[src/rtl/obstacle_spawner.sv]
// Obstacle spawn scheduler: draws a random gap and type from the LFSR, counts
// frame ticks down, then holds a valid/ready spawn request until it is accepted.
module obstacle_spawner #(
  parameter int MIN_GAP  = 32,
  parameter int GAP_BITS = 6
) (
  input  logic        clk_i,
  input  logic        rst_i,
  input  logic        run_i,
  input  logic        tick_i,
  input  logic [15:0] rand_i,
  output logic        rand_next_o,
  output logic        spawn_valid_o,
  input  logic        spawn_ready_i,
  output logic [1:0]  spawn_type_o,
  output logic [7:0]  spawn_count_o
);

  typedef enum logic [1:0] {S_IDLE, S_LOAD, S_WAIT, S_SPAWN} state_t;

  localparam logic [7:0] MIN_GAP8 = 8'(MIN_GAP);

  state_t      r_state;
  state_t      w_next;
  logic [7:0]  r_gap;
  logic [1:0]  r_type;
  logic [7:0]  r_count;
  logic [7:0]  w_gap_load;
  logic [1:0]  w_type_load;
  logic        w_accept;

  assign w_gap_load  = MIN_GAP8 + 8'(rand_i[GAP_BITS-1:0]);
  assign w_type_load = rand_i[GAP_BITS+1:GAP_BITS];
  // A dropped run request wins over a simultaneous handshake.
  assign w_accept    = (r_state == S_SPAWN) && spawn_ready_i && run_i;

  always_comb begin
    w_next = r_state;
    case (r_state)
      S_IDLE:  if (run_i) w_next = S_LOAD;
      S_LOAD:  w_next = S_WAIT;
      S_WAIT:  if (tick_i && (r_gap == 8'd0)) w_next = S_SPAWN;
      S_SPAWN: if (spawn_ready_i) w_next = S_LOAD;
      default: w_next = S_IDLE;
    endcase
    if (!run_i) w_next = S_IDLE;
  end

  always_ff @(posedge clk_i or posedge rst_i) begin
    if (rst_i) begin
      r_state <= S_IDLE;
      r_gap   <= 8'd0;
      r_type  <= 2'd0;
      r_count <= 8'd0;
    end else begin
      r_state <= w_next;
      if (r_state == S_LOAD) begin
        r_gap  <= w_gap_load;
        r_type <= w_type_load;
      end else if ((r_state == S_WAIT) && run_i && tick_i && (r_gap != 8'd0)) begin
        r_gap <= r_gap - 8'd1;
      end
      if (w_accept) r_count <= r_count + 8'd1;
    end
  end

  // Outputs depend on registered state only.
  assign rand_next_o   = (r_state == S_LOAD);
  assign spawn_valid_o = (r_state == S_SPAWN);
  assign spawn_type_o  = r_type;
  assign spawn_count_o = r_count;

endmodule
[config.mk]
export PLATFORM = sky130hd
export DESIGN_NAME = obstacle_spawner
export DESIGN_NICKNAME = d
export VERILOG_FILES = /design/src/rtl/obstacle_spawner.sv
export SDC_FILE = /design/constraint.sdc
export NUM_CORES = 1
export LEC_CHECK = 0
export CAP_MARGIN = 20
export CORE_ASPECT_RATIO = 1.25
export CORE_UTILIZATION = 51
export DETAILED_ROUTE_END_ITERATION = 8
export PLACE_DENSITY = 0.84
export SLEW_MARGIN = 20
export SYNTH_ARGS = -nofsm -noshare
export SYNTH_HDL_FRONTEND = slang
export SYNTH_SLANG_ARGS = --single-unit
[constraint.sdc]
create_clock -name clk_i -period 3.2 [get_ports clk_i]
set_input_delay 0.32 -clock clk_i [delete_from_list [all_inputs] [get_ports clk_i]]
set_output_delay 0.32 -clock clk_i [all_outputs]
set_load 0.05 [all_outputs]
==> report_table.html, run 1 <==
<table>
<tr><th>Metric</th><th>Value</th></tr>
<tr><th colspan="2">Outcome</th></tr>
<tr><td>Run status</td><td>finished, final reports clean</td></tr>
<tr><th colspan="2">Timing</th></tr>
<tr><td>Final setup violating endpoints</td><td>0</td></tr>
<tr><td>TNS Setup</td><td>0 ns</td></tr>
<tr><td>Final count of pins violating max slew</td><td>0</td></tr>
<tr><td>Unrepaired setup endpoints after global routing</td><td>false</td></tr>
<tr><td>Count of final hold-check violations</td><td>0</td></tr>
<tr><td>Maximum clock skew at final layout</td><td>0.007632 ns</td></tr>
<tr><td>Actual slew at the worst max-slew pin</td><td>0.7943 ns</td></tr>
<tr><td>Final period util</td><td>80.07%</td></tr>
<tr><td>Slew HR</td><td>46.99%</td></tr>
<tr><td>Shortest period the worst path allows</td><td>2.562 ns</td></tr>
<tr><td>Final WS setup</td><td>0.6379 ns</td></tr>
<tr><td>FMAX</td><td>390.3 MHz</td></tr>
<tr><th colspan="2">Die</th></tr>
<tr><td>Chip height</td><td>56.49 um</td></tr>
<tr><td>Initial Util</td><td>54.78%</td></tr>
<tr><td>Die Width</td><td>45.59 um</td></tr>
<tr><td>Top Ports</td><td>33</td></tr>
<tr><td>Full die area</td><td>2575 um^2</td></tr>
<tr><td>Core area</td><td>2211 um^2</td></tr>
<tr><td>Floorplan row count</td><td>19</td></tr>
<tr><th colspan="2">Placed design</th></tr>
<tr><td>Worst Setup Slack post-DPL</td><td>0.9529 ns</td></tr>
<tr><td>Total of buffers placed on input and output ports</td><td>24</td></tr>
<tr><td>Post-detailed-placement cell area</td><td>1478 um^2</td></tr>
<tr><td>Estimated wirelength of the detail-placed design</td><td>1923 um</td></tr>
<tr><td>Final GP Congestion</td><td>0.8213</td></tr>
<tr><td># placed instances</td><td>179</td></tr>
<tr><th colspan="2">Layout</th></tr>
<tr><td>Final instance area</td><td>1514 um^2</td></tr>
<tr><td>Count of inserted antenna diode cells</td><td>0</td></tr>
<tr><td>Final-stage net count</td><td>180</td></tr>
<tr><td>Layout area overhead</td><td>25.00%</td></tr>
<tr><td>Fraction of layout cells with a size suffix above 1</td><td>10.53%</td></tr>
<tr><td>Number of non-filler instances in the completed layout</td><td>183</td></tr>
<tr><th colspan="2">Synth</th></tr>
<tr><td>Post-synthesis instance area</td><td>1211 um^2</td></tr>
<tr><td>Number of cells produced by synthesis</td><td>127</td></tr>
<tr><td>Average size of a mapped cell</td><td>9.537 um^2</td></tr>
<tr><td>Most instantiated library cell after synthesis</td><td>sky130_fd_sc_hd__dfrtp_1</td></tr>
<tr><td>Top flip-flop cell by instance count after synthesis</td><td>sky130_fd_sc_hd__dfrtp_1</td></tr>
<tr><td>Top post-synthesis cells by area</td><td>sky130_fd_sc_hd__dfrtp_1 41%, sky130_fd_sc_hd__ha_1 6.2%, sky130_fd_sc_hd__nand2_1 4.0%, sky130_fd_sc_hd__xor2_1 3.6%, sky130_fd_sc_hd__nand3_1 3.3%</td></tr>
<tr><td>Number of nets in the synthesized netlist</td><td>154</td></tr>
<tr><td>Most instantiated cells after synthesis</td><td>20 x sky130_fd_sc_hd__dfrtp_1, 13 x sky130_fd_sc_hd__nand2_1, 8 x sky130_fd_sc_hd__nand3_1, 7 x sky130_fd_sc_hd__inv_1, 7 x sky130_fd_sc_hd__nor2_1</td></tr>
<tr><td>Async S/R FF share, synth</td><td>100.0%</td></tr>
<tr><td>Number of synthesized register bits</td><td>20</td></tr>
<tr><td>Yosys warning total</td><td>0</td></tr>
<tr><td>Count of flip-flops with a built-in enable after synthesis</td><td>0</td></tr>
<tr><td>Post-synth cell types</td><td>39</td></tr>
<tr><td>Part of the Yosys area used for sequential elements</td><td>41.32%</td></tr>
<tr><td>Synth top area share</td><td>41.32%</td></tr>
<tr><td>Post-synthesis cell type with the largest combined area</td><td>sky130_fd_sc_hd__dfrtp_1</td></tr>
<tr><th colspan="2">Setup path</th></tr>
<tr><td>Worst setup path category</td><td>flip-flop to output port</td></tr>
<tr><td>Cells along the critical path</td><td>inv_1, ha_1, clkdlybuf4s50_1</td></tr>
<tr><td>Cell family contributing the most delay on the critical path</td><td>buffers and inverters</td></tr>
<tr><td>Crit. End Element</td><td>output port</td></tr>
<tr><td>Nature of the critical path startpoint</td><td>flip-flop</td></tr>
<tr><td>Crit path required time</td><td>2.88 ns</td></tr>
<tr><td>Largest fanout of any net on the critical path</td><td>17</td></tr>
<tr><td>Worst-path cell with the longest stage delay</td><td>sky130_fd_sc_hd__clkdlybuf4s50_1</td></tr>
<tr><td>Largest stage delay on the critical path</td><td>0.91 ns</td></tr>
<tr><td>Data arrival at the endpoint of the critical path</td><td>2.24 ns</td></tr>
<tr><td>Count of buffer and inverter cells on the critical path</td><td>2</td></tr>
<tr><th colspan="2">Run</th></tr>
<tr><td>Number of max-cap violations</td><td>0</td></tr>
<tr><th colspan="2">Clock tree</th></tr>
<tr><td>Insertion delay of the later-clocked pin in the worst-skew pair</td><td>0.30 ns</td></tr>
<tr><td>H-Tree Depth</td><td>1</td></tr>
<tr><td>Register clock-pin slew on the reported worst setup and hold paths</td><td>0.12 ns</td></tr>
<tr><td>Hold_buf cts</td><td>0</td></tr>
<tr><td>Post-CTS resize count</td><td>0</td></tr>
<tr><td>TritonCTS sink count</td><td>20</td></tr>
<tr><td>Number of buffers added for setup after CTS</td><td>0</td></tr>
<tr><td>Clock buffer count from CTS</td><td>3</td></tr>
<tr><td>Clock Tree Root</td><td>sky130_fd_sc_hd__clkbuf_4</td></tr>
<tr><td>Maximum clock insertion buffer count</td><td>2</td></tr>
<tr><td>CTS tree</td><td>yes</td></tr>
<tr><th colspan="2">Global routing</th></tr>
<tr><td>Number of global-route vias before repair</td><td>1086</td></tr>
<tr><td>Global-route wire length before repair</td><td>4457 um</td></tr>
<tr><td>Maximum number of pins on one net before global-route repair</td><td>21</td></tr>
<tr><td>Overall routing resource usage</td><td>22.75%</td></tr>
<tr><td>Initial antenna violation count</td><td>0</td></tr>
<tr><td>Overall overflow remaining after global route</td><td>0</td></tr>
<tr><th colspan="2">Power and ir drop</th></tr>
<tr><td>Cell internal pwr</td><td>643.6 uW</td></tr>
<tr><td>Portion of total power attributed to the clock network</td><td>12.7%</td></tr>
<tr><td>Part of the total power dissipated in sequential elements</td><td>35.6%</td></tr>
<tr><td>Switching power summed over all nets</td><td>534.9 uW</td></tr>
<tr><td>Power density relative to cell area</td><td>778.4 nW/um^2</td></tr>
<tr><td>Switching part of the total power</td><td>45.39%</td></tr>
<tr><td>IR Drop Worst-Case VDD</td><td>0.5470 mV</td></tr>
<tr><td>Lkg Pwr</td><td>0.0006356 uW</td></tr>
<tr><td>Power share of the combinational group</td><td>51.7%</td></tr>
<tr><th colspan="2">Route</th></tr>
<tr><td>Routed Antenna Nets</td><td>0</td></tr>
<tr><td>Wire length per cell after detailed routing</td><td>14.19 um</td></tr>
<tr><td>Total number of vias</td><td>1094</td></tr>
<tr><td>Routed WL</td><td>2597 um</td></tr>
<tr><td>Vias per cell</td><td>5.978</td></tr>
<tr><td>DRC violation count after routing</td><td>0</td></tr>
<tr><td>Length of the first detailed-routing pass in iterations</td><td>4</td></tr>
<tr><td>Number of DRC markers in iteration 0</td><td>11</td></tr>
<tr><th colspan="2">Hold path</th></tr>
<tr><td>Hold WC Path Type</td><td>input pin to asynchronous set/reset pin</td></tr>
</table>
sequential cells by signal, indices dropped and copies added (netlist names):
register	count
spawn_type_o	2
r_state	2
r_gap	8
spawn_count_o	8
power groups by stage:
| stage | clock, uW | combinational, uW | sequential (uW) |
|---|---|---|---|
| 2_1_floorplan | 0 | 386 | 480 |
| 3_3_place_gp | 0 | 591 | 418 |
| 3_5_place_dp | 0 | 612 | 423 |
| 4_1_cts | 154 | 614 | 418 |
| 5_1_grt | 161 | 671 | 433 |
| 6_report | 149 | 610 | 420 |
final cells by class:
class | count | area [um^2]
timing repair buffer | 26 | 255.2
tap | 31 | 38.79
inverter | 8 | 30.03
sequential | 20 | 500.5
clock buffer | 4 | 36.28
multi-input combinational | 94 | 653.1
fill | 179 | 696.9
per-stage QoR:
stage               hold slack (ns)  total power (uW)  utilization, %
floorplan                    0.2838             865.5               -
global placement             0.4601              1010           66.84
detailed placement           0.4624              1035           66.84
CTS                          0.4759              1186           68.48
global route                 0.5002              1264           68.48
finish                       0.4590              1179           68.48
metal layers:
metal  vias up  wire length (um)  GRT usage, %
li1        530                 -             -
met5         -                 0             0
met3         2               109         2.894
met1       527              1103         27.60
met2        35              1368         39.80
met4         0                16         7.359
final timing paths:
kind | startpoint | end | slack (ns) | cells after the start
max | r_state[1] | rand_next_o | 0.64 | 3
min | rst_i | spawn_type_o[0] | 0.46 | 2
max reg2reg | r_state[1] | r_gap[5] | 1.16 | 5
min reg2reg | spawn_count_o[7] | spawn_count_o[7] | 0.48 | 1
max in group asynchronous | rst_i | r_gap[6] | 2.24 | 2
min in group clk_i | spawn_count_o[7] | spawn_count_o[7] | 0.48 | 1
kinds of logic (layout without fill, tap and decap cells):
family,count (synthesis),count (layout),share of synthesized area [%]
compound gates,25,25,16.53
xor+xnor,7,7,5.062
fa+ha+maj,6,6,6.198
buf+inv,13,38,4.752
flops,20,20,41.32
mux,3,3,2.789
simple gates,53,53,23.35
cells in the final DEF (no fill, tap or decap), types with 2 or more instances in the layout:
cell type and instances:
sky130_fd_sc_hd__and4b_1 2, sky130_fd_sc_hd__nor2_1 7, sky130_fd_sc_hd__a41oi_1 2, sky130_fd_sc_hd__a21oi_1 3
sky130_fd_sc_hd__clkdlybuf4s50_1 24, sky130_fd_sc_hd__dfrtp_1 20, sky130_fd_sc_hd__buf_4 2, sky130_fd_sc_hd__nand3_1 8
sky130_fd_sc_hd__ha_1 6, sky130_fd_sc_hd__or3b_2 2, sky130_fd_sc_hd__inv_1 7, sky130_fd_sc_hd__o211ai_1 5
sky130_fd_sc_hd__a31o_2 2, sky130_fd_sc_hd__or2_2 2, sky130_fd_sc_hd__xnor2_1 2, sky130_fd_sc_hd__nor4_1 2
sky130_fd_sc_hd__nand4_1 4, sky130_fd_sc_hd__nor3b_1 2, sky130_fd_sc_hd__xor2_1 5, sky130_fd_sc_hd__o2111ai_1 3
sky130_fd_sc_hd__or4_1 2, sky130_fd_sc_hd__mux2_2 3, sky130_fd_sc_hd__nand2_1 13, sky130_fd_sc_hd__nor3_1 6
sky130_fd_sc_hd__clkbuf_4 3
Power figures use the tool's default switching activity.
==> run 2, diff against run 1 <==
--- a/config.mk
+++ b/config.mk
@@ -7,9 +7,9 @@
 export LEC_CHECK = 0
 export CAP_MARGIN = 20
 export CORE_ASPECT_RATIO = 1.25
-export CORE_UTILIZATION = 51
+export CORE_UTILIZATION = 47
 export DETAILED_ROUTE_END_ITERATION = 8
-export PLACE_DENSITY = 0.84
+export PLACE_DENSITY = 0.78
 export SLEW_MARGIN = 20
 export SYNTH_ARGS = -nofsm -noshare
 export SYNTH_HDL_FRONTEND = slang
==> constraint.sdc (replaced) <==
create_clock -name clk_i -period 2.5 [get_ports clk_i]
set_input_delay 0.25 -clock clk_i [delete_from_list [all_inputs] [get_ports clk_i]]
set_output_delay 0.25 -clock clk_i [all_outputs]
set_load 0.05 [all_outputs]
==> run 2 against run 1 <==
  * Critical path type unchanged
  * Sequential power grew 30%
  * Flip-flop and latch count unchanged
  * Register-to-register slack lost 0.60 ns
  * Sequential share of layout area is 0.082 points higher
  * Critical endpoint is now spawn_valid_o
  * Clock skew shrank 0.0037 ns
  * Utilization is 6.3 points lower
  * Highest routed layer unchanged
  * Hold slack got worse by 0.098 ns
  * Die area rose by 8.2%
  * Count of clock-buffer cells in the layout fell by 1
  * First-iteration DRC count grew to 3.0 times the previous value
==> report_table.html, run 2 (synthesis results as in run 1) <==
<table>
<tr><th>Metric</th><th>Value</th></tr>
<tr><th colspan="2">Die</th></tr>
<tr><td>Full die area</td><td>2785 um^2 (was 2575 um^2)</td></tr>
<tr><td>Floorplan row count</td><td>20 (was 19)</td></tr>
<tr><td>Chip height</td><td>58.76 um (was 56.49 um)</td></tr>
<tr><td>Die Width</td><td>47.41 um (was 45.59 um)</td></tr>
<tr><td>Initial Util</td><td>49.90% (was 54.78%)</td></tr>
<tr><td>Top Ports</td><td>33 (unchanged)</td></tr>
<tr><td>Core area</td><td>2427 um^2 (was 2211 um^2)</td></tr>
<tr><th colspan="2">Power and ir drop</th></tr>
<tr><td>Power density relative to cell area</td><td>989.6 nW/um^2 (was 778.4 nW/um^2)</td></tr>
<tr><td>Portion of total power attributed to the clock network</td><td>10.4% (was 12.7%)</td></tr>
<tr><td>Total power</td><td>1495 uW (was 1179 uW)</td></tr>
<tr><td>Cell internal pwr</td><td>798.4 uW (was 643.6 uW)</td></tr>
<tr><td>IR Drop Worst-Case VDD</td><td>0.7337 mV (was 0.5470 mV)</td></tr>
<tr><td>Switching part of the total power</td><td>46.58% (was 45.39%)</td></tr>
<tr><td>Part of the total power dissipated in sequential elements</td><td>36.5% (was 35.6%)</td></tr>
<tr><td>Power share of the combinational group</td><td>53.1% (was 51.7%)</td></tr>
<tr><td>Switching power summed over all nets</td><td>696.1 uW (was 534.9 uW)</td></tr>
<tr><td>Lkg Pwr</td><td>0.0006336 uW (was 0.0006356 uW)</td></tr>
<tr><th colspan="2">Layout</th></tr>
<tr><td>Commonest non-fill, non-tap cell in the layout</td><td>sky130_fd_sc_hd__clkdlybuf4s50_1 (unchanged)</td></tr>
<tr><td>Fraction of layout cells with a size suffix above 1</td><td>10.53% (unchanged)</td></tr>
<tr><td>Filler cell count</td><td>200 (was 179)</td></tr>
<tr><td>Most frequent cells in the layout</td><td>24 x sky130_fd_sc_hd__clkdlybuf4s50_1, 20 x sky130_fd_sc_hd__dfrtp_1, 13 x sky130_fd_sc_hd__nand2_1 (unchanged)</td></tr>
<tr><td>Final-stage net count</td><td>181 (was 180)</td></tr>
<tr><td>Final standard cell utilization of the core</td><td>62.22% (was 68.48%)</td></tr>
<tr><td>Final instance area</td><td>1510 um^2 (was 1514 um^2)</td></tr>
<tr><td>Number of non-filler instances in the completed layout</td><td>185 (was 183)</td></tr>
<tr><td>Layout area overhead</td><td>24.69% (was 25.00%)</td></tr>
<tr><td>Count of inserted antenna diode cells</td><td>0 (unchanged)</td></tr>
<tr><th colspan="2">Route</th></tr>
<tr><td>Routed Antenna Nets</td><td>0 (unchanged)</td></tr>
<tr><td>Wire length per cell after detailed routing</td><td>14.37 um (was 14.19 um)</td></tr>
<tr><td>Vias per cell</td><td>5.897 (was 5.978)</td></tr>
<tr><td>Total number of vias</td><td>1091 (was 1094)</td></tr>
<tr><td>Length of the first detailed-routing pass in iterations</td><td>5 (was 4)</td></tr>
<tr><td>DRC violation count after routing</td><td>0 (unchanged)</td></tr>
<tr><td>Routed WL</td><td>2659 um (was 2597 um)</td></tr>
<tr><td>Number of DRC markers in iteration 0</td><td>33 (was 11)</td></tr>
<tr><th colspan="2">Placed design</th></tr>
<tr><td>Post-detailed-placement cell area</td><td>1488 um^2 (was 1478 um^2)</td></tr>
<tr><td>Estimated wirelength of the detail-placed design</td><td>1913 um (was 1923 um)</td></tr>
<tr><td>Final GP Congestion</td><td>0.8302 (was 0.8213)</td></tr>
<tr><td># placed instances</td><td>182 (was 179)</td></tr>
<tr><td>Total of buffers placed on input and output ports</td><td>24 (unchanged)</td></tr>
<tr><th colspan="2">Setup path</th></tr>
<tr><td>Reg-to-reg endpoint</td><td>r_gap[6] (was r_gap[5])</td></tr>
<tr><td>Largest fanout of any net on the critical path</td><td>7 (was 17)</td></tr>
<tr><td>Data arrival at the endpoint of the critical path</td><td>1.91 ns (was 2.24 ns)</td></tr>
<tr><td>Worst reg2reg path depth</td><td>3 (was 5)</td></tr>
<tr><td>Reg2Reg Launch Point</td><td>r_gap[2] (was r_state[1])</td></tr>
<tr><td>Crit. End Element</td><td>output port (unchanged)</td></tr>
<tr><td>Flop-to-flop setup slack</td><td>0.56 ns (was 1.16 ns)</td></tr>
<tr><td>Nature of the critical path startpoint</td><td>flip-flop (unchanged)</td></tr>
<tr><td>Worst setup path category</td><td>flip-flop to output port (unchanged)</td></tr>
<tr><td>Crit path required time</td><td>2.25 ns (was 2.88 ns)</td></tr>
<tr><th colspan="2">Clock tree</th></tr>
<tr><td>TritonCTS sink count</td><td>20 (unchanged)</td></tr>
<tr><td>Post-CTS resize count</td><td>0 (unchanged)</td></tr>
<tr><td>Number of buffers added for setup after CTS</td><td>0 (unchanged)</td></tr>
<tr><td>Hold_buf cts</td><td>0 (unchanged)</td></tr>
<tr><td>Clock buffer count from CTS</td><td>3 (unchanged)</td></tr>
<tr><td>H-Tree Depth</td><td>1 (unchanged)</td></tr>
<tr><td>Maximum clock insertion buffer count</td><td>2 (unchanged)</td></tr>
<tr><td>Clock Tree Root</td><td>sky130_fd_sc_hd__clkbuf_4 (unchanged)</td></tr>
<tr><td>CTS tree</td><td>yes (unchanged)</td></tr>
<tr><td>Insertion delay of the later-clocked pin in the worst-skew pair</td><td>0.31 ns (was 0.30 ns)</td></tr>
<tr><td>Register clock-pin slew on the reported worst setup and hold paths</td><td>0.11 ns (was 0.12 ns)</td></tr>
<tr><th colspan="2">Timing</th></tr>
<tr><td>Shortest period the worst path allows</td><td>2.155 ns</td></tr>
<tr><td>Final period util</td><td>86.21%</td></tr>
<tr><td>Count of final hold-check violations</td><td>0 (unchanged)</td></tr>
<tr><td>FMAX</td><td>464.0 MHz</td></tr>
<tr><td>Maximum clock skew at final layout</td><td>0.003972 ns (was 0.007632 ns)</td></tr>
<tr><td>TNS Setup</td><td>0 ns (unchanged)</td></tr>
<tr><td>Final setup violating endpoints</td><td>0 (unchanged)</td></tr>
<tr><td>Final count of pins violating max slew</td><td>0 (unchanged)</td></tr>
<tr><td>Slew HR</td><td>49.89% (was 46.99%)</td></tr>
<tr><td>Actual slew at the worst max-slew pin</td><td>0.7508 ns (was 0.7943 ns)</td></tr>
<tr><td>Unrepaired setup endpoints after global routing</td><td>false (unchanged)</td></tr>
<tr><th colspan="2">Outcome</th></tr>
<tr><td>Run status</td><td>finished, final reports clean (unchanged)</td></tr>
<tr><th colspan="2">Global routing</th></tr>
<tr><td>Overall routing resource usage</td><td>23.76% (was 22.75%)</td></tr>
<tr><td>Global-route wire length before repair</td><td>4733 um (was 4457 um)</td></tr>
<tr><td>Overall overflow remaining after global route</td><td>0 (unchanged)</td></tr>
<tr><td>Number of global-route vias before repair</td><td>1066 (was 1086)</td></tr>
<tr><td>Maximum number of pins on one net before global-route repair</td><td>21 (unchanged)</td></tr>
<tr><td>Initial antenna violation count</td><td>0 (unchanged)</td></tr>
<tr><th colspan="2">Hold path</th></tr>
<tr><td>Hold WC Path Type</td><td>input pin to asynchronous set/reset pin (unchanged)</td></tr>
<tr><th colspan="2">Run</th></tr>
<tr><td>Number of max-cap violations</td><td>0 (unchanged)</td></tr>
</table>
run 2: cell types whose count changed in the layout (fill, tap and decap cells not counted), sizes merged:
cell / previous run / this run
clkbuf: 4 / 3
buf: 2 / 3
run 2: how the worst max path moves through the flow:
| stage | to | slack [ns] | cells after the start | from |
|---|---|---|---|---|
| after floorplan | spawn_type_o[1] | 0.56 | 5 | r_state[1] |
| after CTS | spawn_valid_o | 0.35 | 2 | r_state[1] |
| after detailed placement | r_gap[5] | 0.40 | 4 | run_i |
| after global placement | r_gap[5] | 0.47 | 4 | run_i |
| after global routing | spawn_valid_o | 0.25 | 2 | r_state[1] |
| final | spawn_valid_o | 0.34 | 2 | r_state[1] |
run 2: worst max-delay path: stages (launching register included):
cell and delay [ns]:
sky130_fd_sc_hd__dfrtp_1 0.45, sky130_fd_sc_hd__ha_1 0.30, sky130_fd_sc_hd__clkdlybuf4s50_1 0.84
run 2: power by group through the flow:
stage / sequential (uW) / combinational, uW / clock [uW]
floorplan: 614 / 494 / 0
global placement: 537 / 768 / 0
detailed placement: 548 / 791 / 0
CTS: 541 / 795 / 159
global route: 564 / 884 / 176
finish: 545 / 793 / 156
run 2: layout make-up:
class | count | area [um^2] | share of cell area [%]
flip-flops and latches | 20 | 500.5 | 33.14
repair buffers | 27 | 262.8 | 17.40
inverters | 8 | 30.03 | 1.988
well taps | 33 | 41.29 | 2.734
clock buffers | 3 | 22.52 | 1.491
multi-input cells | 94 | 653.1 | 43.25
run 2: through the flow:
step           setup slack [ns]  hold WS [ns]
2_1_floorplan            0.5550        0.2138
3_3_place_gp             0.4661        0.4577
3_5_place_dp             0.4010        0.4577
4_1_cts                  0.3524        0.4052
5_1_grt                  0.2491        0.4444
6_report                 0.3447        0.3615
run 2: metal layers:
metal / vias to the layer above / GRT usage (%) / part of all wire (%)
met5: - / 0 / 0
met4: 0 / 11.02 / 2.1
met3: 8 / 3.681 / 6.3
met2: 49 / 37.77 / 50
met1: 507 / 30.83 / 42
li1: 527 / - / -
